<file path="config.mk">
export PLATFORM = sky130hd
export DESIGN_NAME = life_gen
export DESIGN_NICKNAME = d
export VERILOG_FILES = /design/src/rtl/life_gen.sv
export SDC_FILE = /design/constraint.sdc
export NUM_CORES = 1
export LEC_CHECK = 0
export ABC_CLOCK_PERIOD_IN_PS = 15450
export CAP_MARGIN = 20
export CORE_ASPECT_RATIO = 1.4
export CORE_UTILIZATION = 61
export CTS_CLUSTER_SIZE = 8
export DETAILED_ROUTE_END_ITERATION = 10
export HOLD_SLACK_MARGIN = 0.12
export PLACE_DENSITY = 0.88
export SYNTH_ARGS = -nofsm -noshare
export SYNTH_HDL_FRONTEND = slang
export SYNTH_SLANG_ARGS = --single-unit
</file>
<file path="constraint.sdc">
create_clock -name clk -period 15.45 [get_ports clk]
set_input_delay 1.545 -clock clk [delete_from_list [all_inputs] [get_ports clk]]
set_output_delay 1.545 -clock clk [all_outputs]
set_load 0.1 [all_outputs]
</file>
<file path="src/rtl/life_gen.sv">
// rtl/life_gen.sv - Game of Life generation engine; define LIFE_WRAP_EN for a toroidal board
module life_gen #(
  parameter int X     = 8,
  parameter int Y     = 8,
  parameter int LOG2X = 3,
  parameter int LOG2Y = 3
) (
  input  logic                   clk,
  input  logic                   reset,
  input  logic                   nxt_bit,
  input  logic [LOG2X+LOG2Y-1:0] cnt,
  input  logic                   load_en,
  input  logic [X*Y-1:0]         load_data,
  output logic [X*Y-1:0]         board,
  output logic                   gen_done,
  output logic [15:0]            gen_cnt
);

  localparam int N = X * Y;
  localparam int W = LOG2X + LOG2Y;

  logic [N-1:0]     shadow;
  logic [N-1:0]     shadow_upd;
  logic [3:0]       nbr;
  logic             next_val;
  logic [LOG2Y-1:0] row;
  logic [LOG2X-1:0] col;
  int               ri;
  int               ci;
  logic             in_rng;
  logic [W-1:0]     idx;

  assign row = cnt[W-1:LOG2X];
  assign col = cnt[LOG2X-1:0];

  // Neighbours are always read from the committed board so the sweep order never matters.
  always_comb begin
    nbr    = '0;
    ri     = 0;
    ci     = 0;
    in_rng = 1'b0;
    idx    = '0;
    for (int dr = -1; dr <= 1; dr++) begin
      for (int dc = -1; dc <= 1; dc++) begin
`ifdef LIFE_WRAP_EN
        ri     = (int'(row) + dr) & (Y - 1);
        ci     = (int'(col) + dc) & (X - 1);
        in_rng = 1'b1;
`else
        ri     = int'(row) + dr;
        ci     = int'(col) + dc;
        in_rng = (ri >= 0) && (ri < Y) && (ci >= 0) && (ci < X);
`endif
        idx = W'(ri * X + ci);
        if (in_rng && !(dr == 0 && dc == 0)) begin
          nbr = nbr + {3'b000, board[idx]};
        end
      end
    end
    next_val        = (nbr == 4'd3) | (board[cnt] & (nbr == 4'd2));
    shadow_upd      = shadow;
    shadow_upd[cnt] = next_val;
  end

  always_ff @(posedge clk or negedge reset) begin
    if (!reset) begin
      board    <= '0;
      shadow   <= '0;
      gen_done <= 1'b0;
      gen_cnt  <= '0;
    end else if (load_en) begin
      board    <= load_data;
      shadow   <= load_data;
      gen_done <= 1'b0;
      gen_cnt  <= '0;
    end else begin
      gen_done <= 1'b0;
      if (nxt_bit) begin
        shadow <= shadow_upd;
        // Last index commits, folding in the value computed this very cycle.
        if (cnt == W'(N - 1)) begin
          board    <= shadow_upd;
          gen_cnt  <= gen_cnt + 16'd1;
          gen_done <= 1'b1;
        end
      end
    end
  end

endmodule
</file>
==> impl_metrics.json <==
{
  "yosysUniqueCellTypes": 65,
  "cts_made_buffers": 17,
  "hpwlAfterDp_um": 25300,
  "critPathLaunch": "cnt[0]",
  "synth-simple-area-share_pct": 16.6,
  "final_net_count": 1449,
  "die_area_sq_um": 18500,
  "most-common-layout-cells": "nand2_1, clkdlybuf4s50_1, dfrtp_1",
  "arrival_ns": 11.14,
  "die_x_um": 115,
  "clockRootBuffer": "clkbuf_16",
  "hold_path_startpoint": "gen_cnt[1]$_DFFE_PN0P_",
  "drt_iter0_markers": 1384,
  "cp_top_family": "adder cells",
  "rows": 57,
  "grt_setup_unrepaired": "false",
  "fin_tns_setup_ns": 0,
  "p_per_area_nw_per_um2": 135,
  "drv_cap": 0,
  "hold_viol": 0,
  "drc": 0,
  "final_antenna_net_count": 0,
  "path_class": "in -> reg",
  "routabilityCongestion": 0.993,
  "synth-edff-count": 0,
  "max-vdd-ir-drop_mv": 0.324,
  "p_sw_share_pct": 48.7,
  "setup_viol": 0,
  "grt_pass1_vias": 10453,
  "die_y_um": 161,
  "power.internal_w": 0.000903,
  "power.leakage_nw": 5.39,
  "synth_top_family_by_area": "compound AO/OA/AOI/OAI gates",
  "avgViaCountPerCell": 6.80,
  "start_util_pct": 62.7,
  "cp_slowest_stage_delay_ns": 0.78,
  "grt_pass1_wl_um": 57200,
  "period_minus_slack_ns": 10.82,
  "wl_um": 37100,
  "via_count": 10848,
  "slowest_stage": "buf_4",
  "io_pins": 155,
  "cts_hold_buf": 0,
  "period_share_pct": 70.0,
  "final_cell_area_sq_um": 13100,
  "dpl_cell_area_sq_um": 12500,
  "path_buf_inv": 5,
  "grt_max_degree": 117,
  "start_kind": "input pin",
  "clockBufferDepth": 2,
  "grt_usage_pct": 41.1,
  "max_freq_mhz": 92.5,
  "synthCells": 1258,
  "cp_max_fo": 68,
  "drtPass1Iterations": 5,
  "post-place-ws_ns": 4.37,
  "fin_ws_ns": 4.63,
  "final_common_cell": "nand2_1",
  "diodes": 0,
  "avgSynthCellArea_sq_um": 8.71,
  "yosysSeqAreaShare_pct": 33.1,
  "ys.flop_type": "dfrtp_1",
  "comb_power_share_pct": 50.7,
  "status": "finished, final reports clean",
  "netlist_area_sq_um": 11000,
  "p_switching_w": 0.000858,
  "min_path_type": "reg -> reg",
  "wl_per_cell_um": 23.2,
  "antenna_found_initial": 0,
  "fin_util_pct": 74.8,
  "cp.required_ns": 15.77,
  "cts_resized": 0,
  "crit-reg2reg-launch": "board[17]$_DFFE_PN0P_",
  "drive_above_1_share_pct": 11.3,
  "power_w": 0.00176,
  "seqPwrFrac_pct": 25.4,
  "area_growth_pct": 19.2,
  "clk_pin_slew_ns": 0.07,
  "cts_tree": "built",
  "ff2ff_setup_slack_ns": 7.27,
  "ys_warn_count": 0,
  "synth.area.mux_share_pct": 14.2,
  "htreeDepth": 4,
  "fillers": 1270,
  "cts_sinks": 145,
  "maxSlewViolCount": 0,
  "ys_seq_elements": 145,
  "synth-xor-area-share_pct": 2.64,
  "portBuffers": 154,
  "cpMostUsedCell": "ha_1",
  "tightest_slew_ns": 1.19,
  "synthAdderAreaFrac_pct": 3.52,
  "power.share.clock_pct": 23.9,
  "relSlewSlack_pct": 20.0,
  "syn_nets": 1361,
  "cp-end-kind": "register",
  "cts_setup_buffers": 0,
  "grt-ovfl-total": 0,
  "clock_latency_ns": 0.45,
  "async_reset_ff_share_pct": 100,
  "synth_compound_area_share_pct": 23.8,
  "clock_skew_ns": 0.0120,
  "coreArea_sq_um": 17500
}
-- power groups by stage --
stage	combinational, W	clock (W)	sequential, W
after floorplan	0.000577	0	0.000557
after global placement	0.000864	0	0.000450
after detailed placement	0.000875	0	0.000451
after CTS	0.000881	0.000421	0.000445
after global routing	0.000951	0.000433	0.000450
final	0.000893	0.000420	0.000448
-- final cells by class --
cell class,instances,area (sq um),area share [%]
clock inverters,14,145,1.11
repair buffers,168,1650,12.6
multi-input cells,955,6690,51.2
clock buffers,18,439,3.36
inverters,59,221,1.69
well taps,236,295,2.26
flip-flops and latches,145,3630,27.8
-- worst paths after layout --
check / to / cells past startpoint
hold reg to reg: gen_cnt[1]$_DFFE_PN0P_ / 2
min in group asynchronous: board[18]$_DFFE_PN0P_ / 1
hold / removal: gen_cnt[1]$_DFFE_PN0P_ / 2
max in group asynchronous: board[61]$_DFFE_PN0P_ / 2
setup / recovery: shadow[63]$_DFFE_PN0P_ / 35
setup reg to reg: shadow[63]$_DFFE_PN0P_ / 31
-- cell families (layout without fill, tap and decap cells) --
logic type / count (synthesis) / count (layout)
simple gates: 413 / 413
buf+inv: 158 / 259
compound gates: 367 / 367
flops: 145 / 145
fa+ha+maj: 29 / 29
xor+xnor: 33 / 33
mux: 113 / 113
-- synth_stat cells, types with 8 or more instances --
| library cell | number | area share, % |
|---|---|---|
| a21oi_1 | 111 | 5.1 |
| or4_1 | 8 | 0.55 |
| clkbuf_1 | 70 | 2.4 |
| dfrtp_1 | 145 | 33 |
| or3_1 | 9 | 0.51 |
| nand3_1 | 27 | 1.2 |
| a211oi_1 | 45 | 3.1 |
| ha_1 | 26 | 3.0 |
| nor2_1 | 144 | 4.9 |
| nand2_1 | 163 | 5.6 |
| o41ai_2 | 38 | 5.6 |
| nand2b_1 | 11 | 0.63 |
| mux2i_1 | 58 | 5.3 |
| buf_4 | 8 | 0.55 |
| a22oi_1 | 13 | 0.89 |
| o21ai_0 | 103 | 4.7 |
| inv_1 | 57 | 2.0 |
| xnor2_1 | 19 | 1.5 |
| nor2b_1 | 18 | 1.0 |
| o41ai_1 | 16 | 1.3 |
| mux4_2 | 32 | 6.6 |
| mux2_2 | 23 | 2.4 |
| xor2_1 | 14 | 1.1 |
| buf_2 | 11 | 0.50 |
-- worst register-to-register path: cells and delay by family (launching register included) --
kind | cells | cell delay [ns]
buf+inv | 2 | 0.87
simple gates | 7 | 0.56
fa+ha+maj | 7 | 2.12
compound gates | 9 | 1.96
flops | 1 | 0.47
mux | 6 | 2.07
-- layer usage --
metal	track usage (%)	share of wire (%)	routed length [um]	vias to the layer above
met5	0	0	0	-
met1	51.9	36	13500	5179
met2	63.7	47	17500	754
met3	7.36	9.7	3590	175
li1	-	-	-	4740
met4	28.7	6.8	2530	0
-- flip-flops by register name, indices dropped and copies added (netlist names) --
| signal | flops |
|---|---|
| board | 64 |
| gen_done | 1 |
| gen_cnt | 16 |
| shadow | 64 |
-- through the flow --
step | instances | hold WS (ns)
floorplan | 1258 | 0.549
global placement | 1562 | 0.534
detailed placement | 1563 | 0.562
CTS | 1595 | 0.578
global route | 1595 | 0.603
finish | 1595 | 0.577
Power figures use the tool's default switching activity.
